[config.mk]
export PLATFORM = sky130hd
export DESIGN_NAME = led_pwm_bank
export DESIGN_NICKNAME = d
export VERILOG_FILES = /design/src/rtl/led_pwm_bank_pkg.sv /design/src/rtl/led_pwm_bank_timebase.sv /design/src/rtl/led_pwm_bank.sv
export SDC_FILE = /design/constraint.sdc
export NUM_CORES = 1
export LEC_CHECK = 0
export CAP_MARGIN = 0
export CORE_MARGIN = 1
export CORE_UTILIZATION = 58
export DETAILED_ROUTE_END_ITERATION = 6
export PLACE_DENSITY_LB_ADDON = 0.15
export RECOVER_POWER = 100
export SLEW_MARGIN = 25
export SYNTH_ARGS = -nofsm -noshare
export SYNTH_HDL_FRONTEND = slang
export SYNTH_HIERARCHICAL = 1
export SYNTH_SLANG_ARGS = --single-unit
[constraint.sdc]
create_clock -name clk_i -period 4.9 [get_ports clk_i]
set_input_delay 0.98 -clock clk_i [delete_from_list [all_inputs] [get_ports clk_i]]
set_output_delay 0.98 -clock clk_i [all_outputs]
set_load 0.005 [all_outputs]
[src/rtl/led_pwm_bank_pkg.sv]
// Shared types for the LED PWM bank: MODE layout, LEDOUT codes and register map helpers.
package led_pwm_bank_pkg;

  typedef struct packed {
    logic [2:0] auto_inc;
    logic       sleep;
    logic       dim_blink;
    logic       invert;
    logic       output_change;
    logic       reserved;
  } reg_mode_t;

  typedef enum logic [1:0] {
    LED_OFF   = 2'd0,
    LED_ON    = 2'd1,
    LED_PWM   = 2'd2,
    LED_GROUP = 2'd3
  } led_out_enum_t;

  typedef struct packed {
    logic [7:0] grppwm;
    logic [7:0] grpfreq;
    logic [7:0] ledout0;
  } reg_index_t;

  localparam logic [7:0] MODE_RESET = 8'h10;

  function automatic reg_index_t reg_index(input int num_leds);
    reg_index_t r;
    r.grppwm  = 8'(num_leds + 1);
    r.grpfreq = 8'(num_leds + 2);
    r.ledout0 = 8'(num_leds + 3);
    return r;
  endfunction

endpackage

[src/rtl/led_pwm_bank_timebase.sv]
// PWM timebase: prescaler, fast counter (PWM ramp) and blink counter, all held at zero in sleep.
module led_pwm_bank_timebase #(
  parameter int DATA_BITS = 8,
  parameter int PRESCALE  = 64
) (
  input  logic                 clk_i,
  input  logic                 rst_ni,
  input  logic                 sleep_i,
  input  logic [DATA_BITS-1:0] grpfreq_i,
  output logic [DATA_BITS-1:0] fcnt_o,
  output logic [DATA_BITS-1:0] bcnt_o,
  output logic                 period_end_o
);

  localparam int PW = (PRESCALE > 1) ? $clog2(PRESCALE) : 1;

  logic [PW-1:0]        presc_q, presc_d;
  logic [DATA_BITS-1:0] fcnt_q, fcnt_d;
  logic [DATA_BITS-1:0] fwc_q, fwc_d;
  logic [DATA_BITS-1:0] bcnt_q, bcnt_d;
  logic                 presc_wrap, fcnt_wrap;

  assign presc_wrap = (presc_q == PW'(PRESCALE - 1));
  assign fcnt_wrap  = presc_wrap && (fcnt_q == '1);

  // fwc counts fcnt wraps; >= keeps it from running away if GRPFREQ shrinks mid-count
  always_comb begin
    presc_d = presc_q;
    fcnt_d  = fcnt_q;
    fwc_d   = fwc_q;
    bcnt_d  = bcnt_q;
    if (sleep_i) begin
      presc_d = '0;
      fcnt_d  = '0;
      fwc_d   = '0;
      bcnt_d  = '0;
    end else begin
      presc_d = presc_wrap ? '0 : presc_q + 1'b1;
      if (presc_wrap) fcnt_d = fcnt_q + 1'b1;
      if (fcnt_wrap) begin
        if (fwc_q >= grpfreq_i) begin
          fwc_d  = '0;
          bcnt_d = bcnt_q + 1'b1;
        end else begin
          fwc_d = fwc_q + 1'b1;
        end
      end
    end
  end

  always_ff @(posedge clk_i or negedge rst_ni) begin
    if (!rst_ni) begin
      presc_q <= '0;
      fcnt_q  <= '0;
      fwc_q   <= '0;
      bcnt_q  <= '0;
    end else begin
      presc_q <= presc_d;
      fcnt_q  <= fcnt_d;
      fwc_q   <= fwc_d;
      bcnt_q  <= bcnt_d;
    end
  end

  assign fcnt_o       = fcnt_q;
  assign bcnt_o       = bcnt_q;
  assign period_end_o = fcnt_wrap && !sleep_i;

endmodule

[src/rtl/led_pwm_bank.sv]
// N-channel LED driver core: staged/active register file, duty latch and registered output stage.
module led_pwm_bank
  import led_pwm_bank_pkg::*;
#(
  parameter int NUM_LEDS  = 4,
  parameter int DATA_BITS = 8,
  parameter int ADDR_BITS = 3,
  parameter int PRESCALE  = 64
) (
  input  logic                 clk_i,
  input  logic                 rst_ni,
  input  logic                 sleep_i,
  input  logic [ADDR_BITS-1:0] addr_i,
  input  logic                 w_en_i,
  input  logic                 r_en_i,
  input  logic [DATA_BITS-1:0] wdata_i,
  output logic [DATA_BITS-1:0] rdata_o,
  input  logic                 i2c_stop_i,
  output logic [NUM_LEDS-1:0]  led_out_o
);

  localparam reg_index_t IDX = reg_index(NUM_LEDS);
  localparam int NREG = NUM_LEDS + 3 + (NUM_LEDS + 3) / 4;
  localparam int IW   = $clog2(NREG);

  typedef logic [DATA_BITS-1:0] data_t;

  function automatic data_t rst_val(input int k);
    if (k == 0) return data_t'(MODE_RESET);
    if (k == int'(IDX.grppwm)) return '1;
    return '0;
  endfunction

  // Entry 0 of the staged array is MODE itself; it has no active/latched copy
  data_t stg_q [NREG];
  data_t stg_d [NREG];
  data_t act_q [1:NREG-1];
  data_t lat_q [1:NREG-1];
  data_t rdata_q;

  logic [IW-1:0]       a_idx;
  logic                mapped, commit, sleep, period_end;
  reg_mode_t           mode;
  data_t               fcnt, bcnt;
  logic [NUM_LEDS-1:0] raw, led_d, led_q;

  assign a_idx  = IW'(addr_i);
  assign mapped = int'(addr_i) < NREG;
  assign mode   = reg_mode_t'(stg_q[0][7:0]);
  assign sleep  = mode.sleep | sleep_i;
  assign commit = mode.output_change ? (w_en_i && mapped && (a_idx != '0)) : i2c_stop_i;

  always_comb begin
    stg_d = stg_q;
    if (w_en_i && mapped) begin
      stg_d[a_idx] = (a_idx == '0) ? (wdata_i & ~data_t'(1)) : wdata_i;
    end
  end

  // Commit takes stg_d so a byte written alongside the commit event is included
  always_ff @(posedge clk_i or negedge rst_ni) begin
    if (!rst_ni) begin
      for (int k = 0; k < NREG; k++) stg_q[k] <= rst_val(k);
      for (int k = 1; k < NREG; k++) begin
        act_q[k] <= rst_val(k);
        lat_q[k] <= rst_val(k);
      end
      rdata_q <= '0;
    end else begin
      stg_q <= stg_d;
      if (commit) begin
        for (int k = 1; k < NREG; k++) act_q[k] <= stg_d[k];
      end
      if (sleep || period_end) begin
        for (int k = 1; k < NREG; k++) lat_q[k] <= act_q[k];
      end
      if (r_en_i && !w_en_i) rdata_q <= mapped ? stg_q[a_idx] : '0;
    end
  end

  led_pwm_bank_timebase #(
    .DATA_BITS (DATA_BITS),
    .PRESCALE  (PRESCALE)
  ) u_timebase (
    .clk_i        (clk_i),
    .rst_ni       (rst_ni),
    .sleep_i      (sleep),
    .grpfreq_i    (act_q[IDX.grpfreq]),
    .fcnt_o       (fcnt),
    .bcnt_o       (bcnt),
    .period_end_o (period_end)
  );

  for (genvar i = 0; i < NUM_LEDS; i++) begin : g_led
    localparam int LO = int'(IDX.ledout0) + i / 4;
    led_out_enum_t code;
    logic          pwm_hit, grp_hit;
    assign code    = led_out_enum_t'(lat_q[LO][2*(i%4) +: 2]);
    assign pwm_hit = fcnt < lat_q[i+1];
    assign grp_hit = (mode.dim_blink ? bcnt : fcnt) < lat_q[IDX.grppwm];
    assign raw[i]  = (code == LED_ON)
                   | ((code == LED_PWM) & pwm_hit)
                   | ((code == LED_GROUP) & pwm_hit & grp_hit);
  end

  assign led_d = sleep ? {NUM_LEDS{mode.invert}} : (raw ^ {NUM_LEDS{mode.invert}});

  always_ff @(posedge clk_i or negedge rst_ni) begin
    if (!rst_ni) led_q <= '0;
    else         led_q <= led_d;
  end

  assign rdata_o   = rdata_q;
  assign led_out_o = led_q;

endmodule
==> results.cfg <==
[sta]
tightest_slew_ns = 3.065
worst_clock_skew_ns = 0.01083
rsz0062_at_grt = false
setup-tns-final_ns = 0
timing.hold.ws_ns = 0.4762
setup_violations = 0
slew_headroom_pct = -104.4
finalCritPeriodShare_pct = 77.89
min_period_ns = 3.816
finalHoldViolCount = 0
fmax_mhz = 262.0
maxSlewViolCount = 142

[clock_network]
ctsHtreeMaxLevel = 1
cts.sinks = 210
cts_tree = built
path_clk_slew_ns = 0.06
numCtsBuffers = 23
cts-root-buf = clkbuf_16
hold_buffers = 0
clk_latency_ns = 0.51
postCtsSetupRepairBufs = 0
clk_path_buf_depth = 3
cts_resized = 0

[route]
drcViolationCount = 0
detailroute.via_count = 6375
antenna_left = 0
first_pass_iters = 5
routed_wl_um = 22680
wl_per_cell_um = 21.68
via_per_inst = 6.095
dr.first_iter.drc_count = 323

[worst_setup_path]
crit_path_frequent_cell = nor2_1
crit_path_end_kind = register
critPathTopFamily = compound AO/OA/AOI/OAI gates
rr_startpoint = mode[4]
crit_type = input pin to register
reg2reg_slack_ns = 1.73
worstPathRequired_ns = 5.29
cp_data_arrival_time_ns = 4.21
cpMaxStageDelayCell = a41oi_1
reg2regPathDepth = 6
reg2reg_to = u_timebase/fwc_q[4]
cp_cell_sequence = dlygate4sd3_1 > nor2_1 > inv_1 > a41oi_1 > nor2_1 > mux2_2 > a22o_1
start_kind = input pin
path_buf_inv = 2
path_max_fanout = 23
cp_slowest_stage_delay_ns = 0.92

[synth]
synthArstFlopShare_pct = 100.0
synthFlopType = dfrtp_1
synthSimpleGateAreaFrac_pct = 8.580
synthAdderAreaFrac_pct = 5.704
synth_top_family_by_area = multiplexers
synth_cell_type_count = 63
synth_compound_area_share_pct = 5.667
netlist_top_cells_area = dfrtp_1, mux2_2, dfstp_2
synth_warnings = 6
synth.avg_cell_area_um2 = 13.32
synth_area_leader_cell = dfrtp_1
syn_area_um2 = 10310
syn-num-nets = 838
synth_top_area_share_pct = 44.90
synth_common_cells = dfrtp_1, mux2_2, inv_1
synth.most_common_cell = dfrtp_1
ys_seq_area_share_pct = 51.27
yosys_register_bits = 210
yosys-mux-area-fraction_pct = 23.59
netlist_instances = 774
synth_edf_count = 0
synth_xor_area_share_pct = 1.274

[grt]
grt_max_degree = 125
grtUsageTotal_pct = 26.79
antenna_found_initial = 0
grt_overflow = 0
grt_pass1_wl_um = 37240
grt_pass1_vias = 6639

[pwr]
cellPowerDensity_nw_per_um2 = 512.0
power.leakage_nw = 5.103
ir_drop_mv = 0.3272

[die]
coreArea_um2 = 17360
fp.dieH_um = 135.3
io_pins = 29
initial_utilization_pct = 59.40
die_w_um = 135.3
rows = 48
dieArea_um2 = 18310

[cells_and_area]
area_growth_syn_to_layout_pct = 9.611
design_area_um2 = 11300
antenna_cells = 0
layout.cells.non_filler = 1046
nets = 869
drive_gt1_share_pct = 23.14

[place]
io_buffers = 28
placed_area_um2 = 10740
gp_congestion = 0.8088
hpwl_um = 15700
dp.cells = 1005

[hold_path]
hold_depth = 2
holdPathEnd = rdata_o[1]
min_path_type = register to register
min_from = rdata_o[1]

[status]
status = complete, but fails checks
violations = capacitance limit, slew limit

[flow_run]
max_cap_violations = 3
stage by stage:
| step | utilization, % | worst slack (ns) | power [mW] |
|---|---|---|---|
| final | 65.11 | 1.084 | 5.786 |
| after global routing | 65.11 | 0.7344 | 6.101 |
| after CTS | 66.25 | 1.739 | 5.905 |
| after detailed placement | 61.89 | 1.239 | 4.138 |
| after global placement | 61.89 | 1.373 | 4.064 |
| after floorplan | - | 1.823 | 3.622 |
worst register-to-register path: cells and delay by family (launching register included):
family | cells | cell delay, ns
AOI/OAI and AO/OA | 2 | 1.13
buffers and inverters | 1 | 0.57
DFF | 1 | 0.37
muxes | 1 | 0.29
and+or+nand+nor | 2 | 0.70
worst max-delay path by stage:
stage,start,endpoint,slack (ns),depth (start not counted)
5_1_grt,rst_ni,act_q[6],0.73,2
3_3_place_gp,sleep_i,lat_q[31],1.37,7
4_1_cts,sleep_i,u_timebase/fwc_q[5],1.74,9
3_5_place_dp,sleep_i,u_timebase/fwc_q[5],1.24,9
2_1_floorplan,sleep_i,lat_q[33],1.82,10
6_report,sleep_i,u_timebase/fwc_q[4],1.08,7
routing by layer:
metal / up-vias / global-route usage, % / part of all wire, %
met4: 0 / 8.365 / 2.7
met3: 45 / 4.265 / 4.3
met1: 3324 / 38.58 / 46
met5: - / 0 / 0
li1: 2877 / - / -
met2: 129 / 41.85 / 47
cell usage in the layout (no fill, tap or decap), types with 5 or more instances in the layout:
cell               n
or4_1              8
o311ai_0           5
dfstp_2           25
nor2_1            19
ha_1              47
mux2_1            71
dfrtp_1          185
nor3b_1            6
clkbuf_1           7
or3_1              5
clkbuf_16         23
clkinv_2           6
dlygate4sd3_1     15
nand2_1           32
nand2b_1          11
o21a_1             6
nand4_1            7
clkdlybuf4s50_1   11
mux2i_1           12
xor2_1             9
xnor2_1            6
mux4_2            16
o21ai_0           21
nand3_1           17
a21oi_1           19
nor3_1             7
and3_1             6
mux2_2            98
nand3b_1           9
inv_1             49
registers in the layout, indices dropped and copies added, names as in the netlist:
signal / count
g_led.code: 8
led_out_o: 4
rdata_o: 8
lat_q: 40
u_timebase/presc_q: 6
mode: 8
act_q: 56
u_timebase/fwc_q: 8
stg_q: 56
u_timebase/fcnt_o: 8
u_timebase/bcnt_o: 8
cells by family (layout without fill, tap and decap cells):
logic type      after synthesis  in the layout
xor+xnor                     15             15
buf+inv                      79            126
compound gates               84             84
mux                         197            197
fa+ha+maj                    47             47
simple gates                142            142
flops                       210            210
power breakdown:
part           switching, mW  internal (mW)  leakage [nW]
combinational          0.646          0.697          2.18
sequential             0.359           2.35          2.55
clock                  0.699           1.04         0.366
cell type report:
type | instances | area, µm²
fillers | 1286 | 6056
flip-flops and latches | 210 | 5286
multi-input cells | 485 | 4464
clock buffers | 28 | 604.3
repair buffers | 36 | 329.1
well taps | 225 | 281.5
inverters | 49 | 183.9
clock inverters | 13 | 151.4
No activity file was read; power rests on OpenSTA's default activity.
